<file path="src/rtl/dbg_trig_pkg.sv">
// dbg_trig_pkg: shared states and default sizing for the debug trigger sequencer
package dbg_trig_pkg;
  localparam int NSRC_DEF = 4;
  localparam int DW_DEF = 64;
  localparam int POST_W_DEF = 16;
  localparam int OCC_W = 8;
  typedef enum logic [1:0] {
    IDLE    = 2'd0,
    ARMED   = 2'd1,
    CAPTURE = 2'd2,
    DONE    = 2'd3
  } state_e;
endpackage

</file>
<file path="src/rtl/dbg_trig_match.sv">
// dbg_trig_match: masked compare of the stage-1 sample, producing a one-cycle hit
// DBG_TRIG_OCC_EN adds an n-th occurrence qualifier with its own counter
module dbg_trig_match
  import dbg_trig_pkg::*;
#(
  parameter int DW = DW_DEF
) (
`ifdef DBG_TRIG_OCC_EN
  input  logic             clk,
  input  logic             rst,
  input  logic             clr_i,
  input  logic [OCC_W-1:0] occ_i,
`endif
  input  logic [DW-1:0]    s1_i,
  input  logic [DW-1:0]    mask_i,
  input  logic [DW-1:0]    value_i,
  input  logic             armed_i,
  output logic             hit_o
);
  logic match;
  assign match = ((s1_i ^ value_i) & mask_i) == '0;
`ifdef DBG_TRIG_OCC_EN
  logic [OCC_W-1:0] occ_q;
  logic [OCC_W-1:0] cnt_q;
  logic [OCC_W:0]   tgt;
  // a requested occurrence of zero behaves as the first match
  assign tgt = (occ_q == '0) ? (OCC_W+1)'(1) : {1'b0, occ_q};
  assign hit_o = armed_i && match && (({1'b0, cnt_q} + (OCC_W+1)'(1)) >= tgt);
  always_ff @(posedge clk) begin
    if (rst) begin
      occ_q <= '0;
      cnt_q <= '0;
    end else if (clr_i) begin
      occ_q <= occ_i;
      cnt_q <= '0;
    end else if (armed_i && match && cnt_q != '1) begin
      cnt_q <= cnt_q + OCC_W'(1);
    end
  end
`else
  assign hit_o = armed_i && match;
`endif
endmodule

</file>
<file path="src/rtl/dbg_trig_seq.sv">
// dbg_trig_seq: source select, arm/trigger/capture sequencing and probe registers
// DBG_TRIG_OCC_EN adds v_trig_occ to trigger on the n-th match
module dbg_trig_seq
  import dbg_trig_pkg::*;
#(
  parameter int NSRC   = NSRC_DEF,
  parameter int DW     = DW_DEF,
  parameter int POST_W = POST_W_DEF
) (
  input  logic                    v_clk0,
  input  logic                    v_rst0,
  input  logic [NSRC*DW-1:0]      v_src_data,
  input  logic [$clog2(NSRC)-1:0] v_sel,
  input  logic                    v_arm,
  input  logic                    v_abort,
  input  logic [DW-1:0]           v_trig_mask,
  input  logic [DW-1:0]           v_trig_value,
  input  logic [POST_W-1:0]       v_post_len,
`ifdef DBG_TRIG_OCC_EN
  input  logic [OCC_W-1:0]        v_trig_occ,
`endif
  output logic [DW-1:0]           v_probe_data,
  output logic                    v_probe_en,
  output logic                    v_trig_out,
  output logic [1:0]              v_state,
  output logic                    v_done,
  output logic [POST_W-1:0]       v_sample_cnt
);
  localparam int SW = $clog2(NSRC);
  state_e            state_q, state_d;
  logic [SW-1:0]     sel_q, sel_d;
  logic [DW-1:0]     mask_q, mask_d;
  logic [DW-1:0]     value_q, value_d;
  logic [POST_W-1:0] len_q, len_d;
  logic [POST_W-1:0] cnt_q, cnt_d;
  logic [DW-1:0]     s1_q, pd_q;
  logic              trig_q, trig_d;
  logic              elig_q, elig_d;
  logic              arm_ok, hit;
  logic [DW-1:0]     src [NSRC];
  for (genvar i = 0; i < NSRC; i++) begin : g_src
    assign src[i] = v_src_data[i*DW +: DW];
  end
  assign arm_ok = v_arm && !v_abort && (state_q == IDLE || state_q == DONE);
  dbg_trig_match #(.DW(DW)) u_match (
`ifdef DBG_TRIG_OCC_EN
    .clk     (v_clk0),
    .rst     (v_rst0),
    .clr_i   (arm_ok),
    .occ_i   (v_trig_occ),
`endif
    .s1_i    (s1_q),
    .mask_i  (mask_q),
    .value_i (value_q),
    .armed_i (state_q == ARMED && elig_q),
    .hit_o   (hit)
  );
  always_comb begin
    state_d = state_q;
    sel_d   = sel_q;
    mask_d  = mask_q;
    value_d = value_q;
    len_d   = len_q;
    cnt_d   = cnt_q;
    trig_d  = 1'b0;
    // s1 holds a sample of the latched source only once ARMED has lasted a full cycle
    elig_d  = state_q == ARMED && !v_abort;
    if (v_abort) begin
      state_d = IDLE;
    end else if (arm_ok) begin
      state_d = ARMED;
      sel_d   = v_sel;
      mask_d  = v_trig_mask;
      value_d = v_trig_value;
      len_d   = v_post_len;
      cnt_d   = '0;
    end else if (state_q == ARMED && hit) begin
      state_d = CAPTURE;
      trig_d  = 1'b1;
    end else if (state_q == CAPTURE) begin
      state_d = (cnt_q == len_q) ? DONE : CAPTURE;
      cnt_d   = (cnt_q == len_q) ? cnt_q : cnt_q + POST_W'(cnt_q != '1);
    end
  end
  always_ff @(posedge v_clk0) begin
    if (v_rst0) begin
      state_q <= IDLE;
      sel_q   <= '0;
      mask_q  <= '0;
      value_q <= '0;
      len_q   <= '0;
      cnt_q   <= '0;
      trig_q  <= 1'b0;
      elig_q  <= 1'b0;
      s1_q    <= '0;
      pd_q    <= '0;
    end else begin
      state_q <= state_d;
      sel_q   <= sel_d;
      mask_q  <= mask_d;
      value_q <= value_d;
      len_q   <= len_d;
      cnt_q   <= cnt_d;
      trig_q  <= trig_d;
      elig_q  <= elig_d;
      s1_q    <= src[sel_q];
      pd_q    <= s1_q;
    end
  end
  assign v_probe_data = pd_q;
  assign v_probe_en   = state_q == CAPTURE;
  assign v_trig_out   = trig_q;
  assign v_state      = state_q;
  assign v_done       = state_q == DONE;
  assign v_sample_cnt = cnt_q;
endmodule
</file>
<file path="config.mk">
export PLATFORM = sky130hd
export DESIGN_NAME = dbg_trig_seq
export DESIGN_NICKNAME = d
export VERILOG_FILES = /design/src/rtl/dbg_trig_pkg.sv /design/src/rtl/dbg_trig_match.sv /design/src/rtl/dbg_trig_seq.sv
export SDC_FILE = /design/constraint.sdc
export NUM_CORES = 1
export LEC_CHECK = 0
export ABC_CLOCK_PERIOD_IN_PS = 2900
export BUFFER_PORTS_ARGS = -buffer_cell sky130_fd_sc_hd__buf_2
export CAP_MARGIN = 10
export CORE_AREA = 2 2 192 194
export DETAILED_ROUTE_END_ITERATION = 8
export DIE_AREA = 0 0 194 196
export GPL_ROUTABILITY_DRIVEN = 0
export PLACE_DENSITY = 0.63
export REMOVE_ABC_BUFFERS = 1
export SYNTH_ARGS = -nofsm -noshare
export SYNTH_HDL_FRONTEND = slang
export SYNTH_SLANG_ARGS = --single-unit
</file>
<file path="constraint.sdc">
create_clock -name v_clk0 -period 2.9 [get_ports v_clk0]
set_input_delay 0.29 -clock v_clk0 [delete_from_list [all_inputs] [get_ports v_clk0]]
set_output_delay 0.29 -clock v_clk0 [all_outputs]
set_load 0.02 [all_outputs]
</file>
==> flow_summary_export.csv, run 1 <==
group,metric,value,unit
synth,synth_area,12260,um^2
drt,wire_per_inst,17.48,um
critical_path,regToRegStartpoint,"value_q[37]",
synth,post_synth_main_area_contributors,"dfxtp_1 (48%), mux4_2 (12%), nand2_1 (9.5%), nor2b_1 (6.6%), a21oi_1 (6.3%)",
critical_path,path_max_fanout,23,
global_route,grt_use_total,0.1995,
placement,place.port_buffers,490,
sta,fin_hold_ws,0.01919,ns
placement,placed_cells,2164,
critical_path,worst_r2r_endpoint,"v_sample_cnt[13]",
drt,drcViolationCount,0,
sta,max_slew_margin,0.3632,
critical_path,critical_path_cell_count,7,
floorplanning,start_util,0.3398,
floorplanning,rows,70,
clocking,cts_max_path_buffers,3,
critical_path,crit_path_top_delay_cell,"nor4_4",
outcome,outcome,"completed",
global_route,grt_max_degree,149,
synth,postSynthAreaPerCell,9.572,um^2
layout,seqCellArea,5893,um^2
flow_run,maxCapViolCount,0,
layout,final_net_count,2164,
pwr,report.power.total,10.04,mW
synth,synth.ff_latch_count,294,
pwr,p_per_area,607.5,nW/um^2
hold_path,hold_class,"in2reg",
layout,fillers,3556,
floorplanning,count_of_pins_on_the_block_boundary,491,
clocking,path_clk_slew,0.06,ns
sta,period_share,0.9251,
clocking,cts-root-buf,"clkbuf_16",
pwr,vdd.ir_drop.worst,0.0003990,V
critical_path,worst_ep_required_time,3.32,ns
clocking,insertion_delay,0.51,ns
floorplanning,fp.dieArea,38020,um^2
clocking,ctsHtreeMaxLevel,2,
critical_path,r2r_setup_slack,0.22,ns
floorplanning,floorplan.core_area,36080,um^2
global_route,grt_overflow,0,
drt,drt-vias-per-instance,4.849,
synth,ys_async_sr_fraction,0,
drt,detailroute.via_count,10890,
critical_path,crit_path_end_kind,"register",
synth,synth_sequential_area_ratio,0.4800,
clocking,tritoncts_num_sinks,294,
critical_path,cp_data_arrival_time,3.10,ns
sta,rsz0062_at_grt,"no",
synth,yosys.area.top_type,"dfxtp_1",
hold_path,min_to,"value_q[47]",
drt,postRouteAntennaNets,0,
critical_path,crit_path_cell_chain,"xor2_1, a22oi_1, nand4_1, nor4_4, a31oi_4, a31o_2, a21oi_1",
sta,hold_viol_final,0,
sta,report.final.slew_viol_count,0,
global_route,antenna_found_initial,3,
placement,dpl-instance-area,15110,um^2
placement,dp_hpwl,29390,um
layout,area_growth,34.74,%
sta,final.setup_skew,0.01743,ns
critical_path,timing.critical_path.from_type,"register",
synth,post_synth_num_cell_types,36,
floorplanning,die_width,194,um
critical_path,reg2regPathDepth,7,
global_route,vias_in_the_first_global_route,10980,
synth,yosys_warnings,0,
synth,synthDominantCellAreaShare,0.4800,
sta,highest_clock_rate,372.7,MHz
layout,final_design_area_no_fill,16520,um^2
pwr,p_leak,7.354,nW
sta,finalWorstPathRequiredPeriod,2.683,ns
synth,commonest_cells_in_the_netlist,"nand2_1 (309), dfxtp_1 (294), a21oi_1 (154)",
layout,final_layout_size_suffix_gt1_frac,0.3544,
critical_path,cp_num_buf_inv,0,
synth,synth-main-ff-cell,"dfxtp_1",
clocking,post-cts-setup-buffer-count,0,
hold_path,whs_path_depth,3,
sta,worstMarginPinSlew,0.9552,ns
critical_path,critical_path.max_stage_delay,0.54,ns
layout,stdcell_count,2245,
critical_path,crit_type,"reg2reg",
clocking,cts_made_buffers,34,
drt,detailedRoute.firstIterationViolations,443,
sta,report.final.setup_viol,0,
hold_path,hold_path.startpoint,"v_trig_value[47]",
global_route,grt_first_pass_wirelength,59530,um
synth,synth_edf_count,0,
floorplanning,floorplan.die.height,196,um
critical_path,worst_path_dominant_cell_family,"compound AO/OA/AOI/OAI gates",
drt,wirelength,39240,um
clocking,cts_tree,"done",
layout,multi_input_comb_area,6043,um^2
synth,synth_cells,1281,
synth,top_count_cell_post_synth,"nand2_1",
drt,dr.pass1.iters,5,
## cell type report
| class | count | share of cell area |
|---|---|---|
| flip-flops and latches | 294 | 0.3567 |
| clock inverters | 12 | 0.009239 |
| diodes | 2 | 0.0003029 |
| multi-input cells | 897 | 0.3658 |
| inverters | 6 | 0.001363 |
| well taps | 468 | 0.03544 |
| clock buffers | 46 | 0.06233 |
| repair buffers | 520 | 0.1689 |
## state kept, by name, indices dropped and copies added, names as in the netlist
name	flops
elig_q	1
len_q	16
mask_q	64
s1_q	64
sel_q	2
v_probe_data	64
v_sample_cnt	16
v_state	2
v_trig_out	1
value_q	64
## through the flow
step	util	setup TNS [ns]	setup WS, ns
2_1_floorplan	-	-507.95	-3.822
3_3_place_gp	0.4188	-0.02595	-0.01577
3_5_place_dp	0.4188	-0.05751	-0.02936
4_1_cts	0.4577	0	0.1285
5_1_grt	0.4579	0	0.03267
6_report	0.4579	0	0.2171
## kinds of logic (layout without fill, tap and decap cells)
logic type                 after synthesis  count (layout)  synth area share
DFF                                    294             294            0.4800
xor gates and xnor gates                80              80           0.05714
buffers and inverters                   90             584           0.02888
AOI/OAI and AO/OA                      232             232            0.1118
adders and majority gates                5               5          0.005102
muxes                                   68              68            0.1208
and+or+nand+nor                        512             512            0.1962
other                                    0               2                 0
## power by group
group          internal (mW)  switching [mW]
clock network           2.76            1.68
registers               4.25           0.141
logic                  0.596           0.604
## metal layers
metal	up-vias	share of wire	global-route usage
li1	5350	-	-
met1	5105	0.42	0.2504
met2	382	0.50	0.3543
met3	47	0.061	0.03421
met4	2	0.019	0.05247
met5	-	0.00018	0
## placed cells by master, fill, tap and decap left out, types with 11 or more instances in the layout
master and instances:
a21oi_1 154, and3_1 11, dlygate4sd3_1 21, clkbuf_16 37, nor2b_1 128, mux4_2 64
nand2_1 309, dfxtp_1 292, a22oi_1 53, nand4_1 21, buf_2 489, xor2_1 80
## worst max-delay path by stage
| stage | startpoint | end | slack, ns |
|---|---|---|---|
| after CTS | value_q[63] | v_sample_cnt[11] | 0.13 |
| after floorplan | v_state[0] | v_sample_cnt[10] | -3.82 |
| final | value_q[37] | v_sample_cnt[13] | 0.22 |
| after global placement | value_q[63] | v_sample_cnt[11] | -0.02 |
| after detailed placement | value_q[63] | v_sample_cnt[11] | -0.03 |
| after global routing | value_q[63] | v_sample_cnt[13] | 0.03 |
## worst reg2reg max path: cells and delay by family, from the launching register on
family | cells | cell delay (ns)
AOI/OAI and AO/OA | 4 | 1.23
xor gates and xnor gates | 1 | 0.17
DFF | 1 | 0.31
and+or+nand+nor | 2 | 0.89
## repair_timing
action                                  4_1_cts  5_1_grt
gates resized for setup                       1        1
hold buffers                                 21        0
endpoints found under the hold margin        21        0
endpoints found under the setup margin        6        3
(Power assumes the default switching activity.)
==> run 2: changes to the inputs <==
--- a/config.mk
+++ b/config.mk
@@ -8,11 +8,11 @@
 export ABC_CLOCK_PERIOD_IN_PS = 2900
 export BUFFER_PORTS_ARGS = -buffer_cell sky130_fd_sc_hd__buf_2
 export CAP_MARGIN = 10
-export CORE_AREA = 2 2 192 194
+export CORE_AREA = 3 3 188 190
 export DETAILED_ROUTE_END_ITERATION = 8
-export DIE_AREA = 0 0 194 196
+export DIE_AREA = 0 0 191 193
 export GPL_ROUTABILITY_DRIVEN = 0
-export PLACE_DENSITY = 0.63
+export PLACE_DENSITY_LB_ADDON = 0.25
 export REMOVE_ABC_BUFFERS = 1
 export SYNTH_ARGS = -nofsm -noshare
 export SYNTH_HDL_FRONTEND = slang
==> flow_summary_export.csv, run 2 (synthesized netlist as in run 1, its figures left out) <==
group,metric,value,unit
placement,dpl_worst_slack,0.1775,ns
sta,report.final.slew_viol_count,0,
hold_path,hold_path.startpoint,"v_sel[0]",
layout,final_layout_size_suffix_gt1_frac,0.3552,
critical_path,cp_num_buf_inv,0,
floorplanning,rows,67,
drt,drcViolationCount,0,
clocking,tritoncts_num_sinks,294,
critical_path,crit_path_end_kind,"register",
global_route,grt_first_pass_wirelength,58820,um
clocking,path_clk_slew,0.06,ns
global_route,grt_max_degree,165,
floorplanning,floorplan.core_area,33620,um^2
pwr,report.power.total,9.593,mW
sta,report.final.setup_viol,0,
critical_path,critical_path.max_stage_delay,0.41,ns
clocking,ctsHtreeMaxLevel,2,
flow_run,maxCapViolCount,0,
critical_path,crit_path_cell_chain,"and3_1, and3_1, and3_1, and3_1, nand3_1, ha_1, ha_1, nor2b_2, and3_1, a31oi_1, a41o_1",
critical_path,cp_data_arrival_time,3.12,ns
pwr,p_per_area,592.4,nW/um^2
drt,postRouteAntennaNets,0,
placement,place.port_buffers,490,
sta,finalSetupTns,0,ns
drt,wire_per_inst,18.39,um
pwr,power.share.switching,0.2461,
clocking,insertion_delay,0.50,ns
critical_path,regToRegStartpoint,"v_sample_cnt[6]",
floorplanning,die_width,191,um
outcome,outcome,"completed",
global_route,grt_use_total,0.2067,
hold_path,hold_class,"in2reg",
pwr,power.share.clock,0.419,
critical_path,worst_path_dominant_cell_family,"simple AND/OR/NAND/NOR gates",
critical_path,reg2regPathDepth,11,
global_route,antenna_found_initial,12,
sta,highest_clock_rate,371.2,MHz
clocking,cts_tree,"done",
drt,detailedRoute.firstIterationViolations,591,
drt,drt-vias-per-instance,4.937,
floorplanning,count_of_pins_on_the_block_boundary,491,
sta,hold_viol_final,0,
pwr,p_switching,2.361,mW
critical_path,r2r_setup_slack,0.21,ns
layout,layout_common_cells,"buf_2 (489), nand2_1 (309), dfxtp_1 (292)",
placement,dp_hpwl,30500,um
hold_path,whs_path_depth,3,
clocking,cts_max_path_buffers,3,
sta,period_share,0.9289,
sta,fin_hold_ws,0.02340,ns
floorplanning,fp.dieArea,36860,um^2
floorplanning,floorplan.die.height,193,um
critical_path,crit_path_top_delay_cell,"dfxtp_1",
sta,post_layout_worst_setup_margin,0.2063,ns
pwr,power.combinational.fraction,0.124,
pwr,p_int,7.233,mW
critical_path,path_max_fanout,6,
layout,final_net_count,2144,
drt,detailroute.via_count,10890,
pwr,power.share.sequential,0.457,
layout,final_common_cell,"buf_2",
critical_path,timing.critical_path.from_type,"register",
critical_path,worst_r2r_endpoint,"v_sample_cnt[14]",
drt,dr.pass1.iters,5,
global_route,vias_in_the_first_global_route,10750,
hold_path,min_to,"sel_q[0]",
critical_path,worst_ep_required_time,3.32,ns
floorplanning,start_util,0.3648,
sta,max_slew_margin,0.4577,
global_route,grt_overflow,0,
critical_path,critical_path.most_common_cell,"and3_1",
sta,final.setup_skew,0.02277,ns
layout,final_core_util,0.4817,
pwr,vdd.ir_drop.worst,0.0002916,V
sta,finalWorstPathRequiredPeriod,2.694,ns
sta,worstMarginPinSlew,0.8135,ns
clocking,cts-root-buf,"clkbuf_16",
pwr,p_leak,7.214,nW
layout,area_growth,32.07,%
critical_path,crit_type,"reg2reg",
drt,wirelength,40570,um
sta,rsz0062_at_grt,"no",
clocking,cts_made_buffers,34,
run 2: changes by cell type in the layout (fill, tap and decap cells not counted), sizes merged:
cell | before | now
bufinv | 3 | 0
clkbuf | 46 | 48
clkinv | 7 | 4
clkinvlp | 1 | 0
diode | 2 | 7
dlygate4sd3 | 21 | 1
inv | 7 | 8
run 2: metal layers:
| layer | wire length, um | track usage | up-vias |
|---|---|---|---|
| li1 | - | - | 5315 |
| met3 | 2691 | 0.04375 | 65 |
| met1 | 15440 | 0.2376 | 5149 |
| met5 | 32 | 0 | - |
| met2 | 21430 | 0.3855 | 357 |
| met4 | 984 | 0.06238 | 6 |
run 2: worst reg2reg max path, stage by stage (launching register included):
cell and delay, ns:
dfxtp_1 0.41, and3_1 0.22, and3_1 0.24, and3_1 0.25
and3_1 0.23, nand3_1 0.09, ha_1 0.20, ha_1 0.20
nor2b_2 0.20, and3_1 0.23, a31oi_1 0.21, a41o_1 0.13
run 2: how the worst max path moves through the flow:
stage | start | to | slack (ns) | cells after the start
floorplan | v_state[0] | v_sample_cnt[10] | -3.82 | 8
global placement | value_q[23] | v_sample_cnt[13] | 0.21 | 7
detailed placement | value_q[63] | v_sample_cnt[13] | 0.18 | 7
CTS | v_sample_cnt[7] | v_sample_cnt[14] | 0.15 | 11
global route | v_sample_cnt[6] | v_sample_cnt[11] | 0.06 | 10
finish | v_sample_cnt[6] | v_sample_cnt[14] | 0.21 | 11
run 2: cell type report:
| cell class | count | area [um^2] |
|---|---|---|
| fillers | 3288 | 17420 |
| multi-input cells | 897 | 6043 |
| flip-flops and latches | 294 | 5893 |
| repair buffers | 500 | 2615 |
| clock buffers | 48 | 1005 |
| well taps | 448 | 560.5 |
| clock inverters | 6 | 37.54 |
| inverters | 6 | 22.52 |
| diodes | 7 | 17.52 |
run 2: power by group through the flow:
stage                     combinational [mW]  clock [mW]  sequential (mW)
final                                   1.19        4.02             4.39
after global routing                    1.32        4.29             4.41
after CTS                               1.21        4.13             4.39
after detailed placement                1.20           0             4.47
after global placement                  1.19           0             4.47
after floorplan                        0.558           0             4.52
run 2: through the flow:
step                      instance area, um^2  std cells
after floorplan                         11930       1197
after global placement                  15110       2144
after detailed placement                15110       2144
after CTS                               16170       2199
after global routing                    16190       2205
final                                   16190       2206
run 2: timing repair:
item                                   in CTS  in global routing
setup endpoints to repair                   0                  5
endpoints found under the hold margin       1                  0
resized for setup                           0                  2
hold buffers                                1                  0
setup buffers                               0                  0
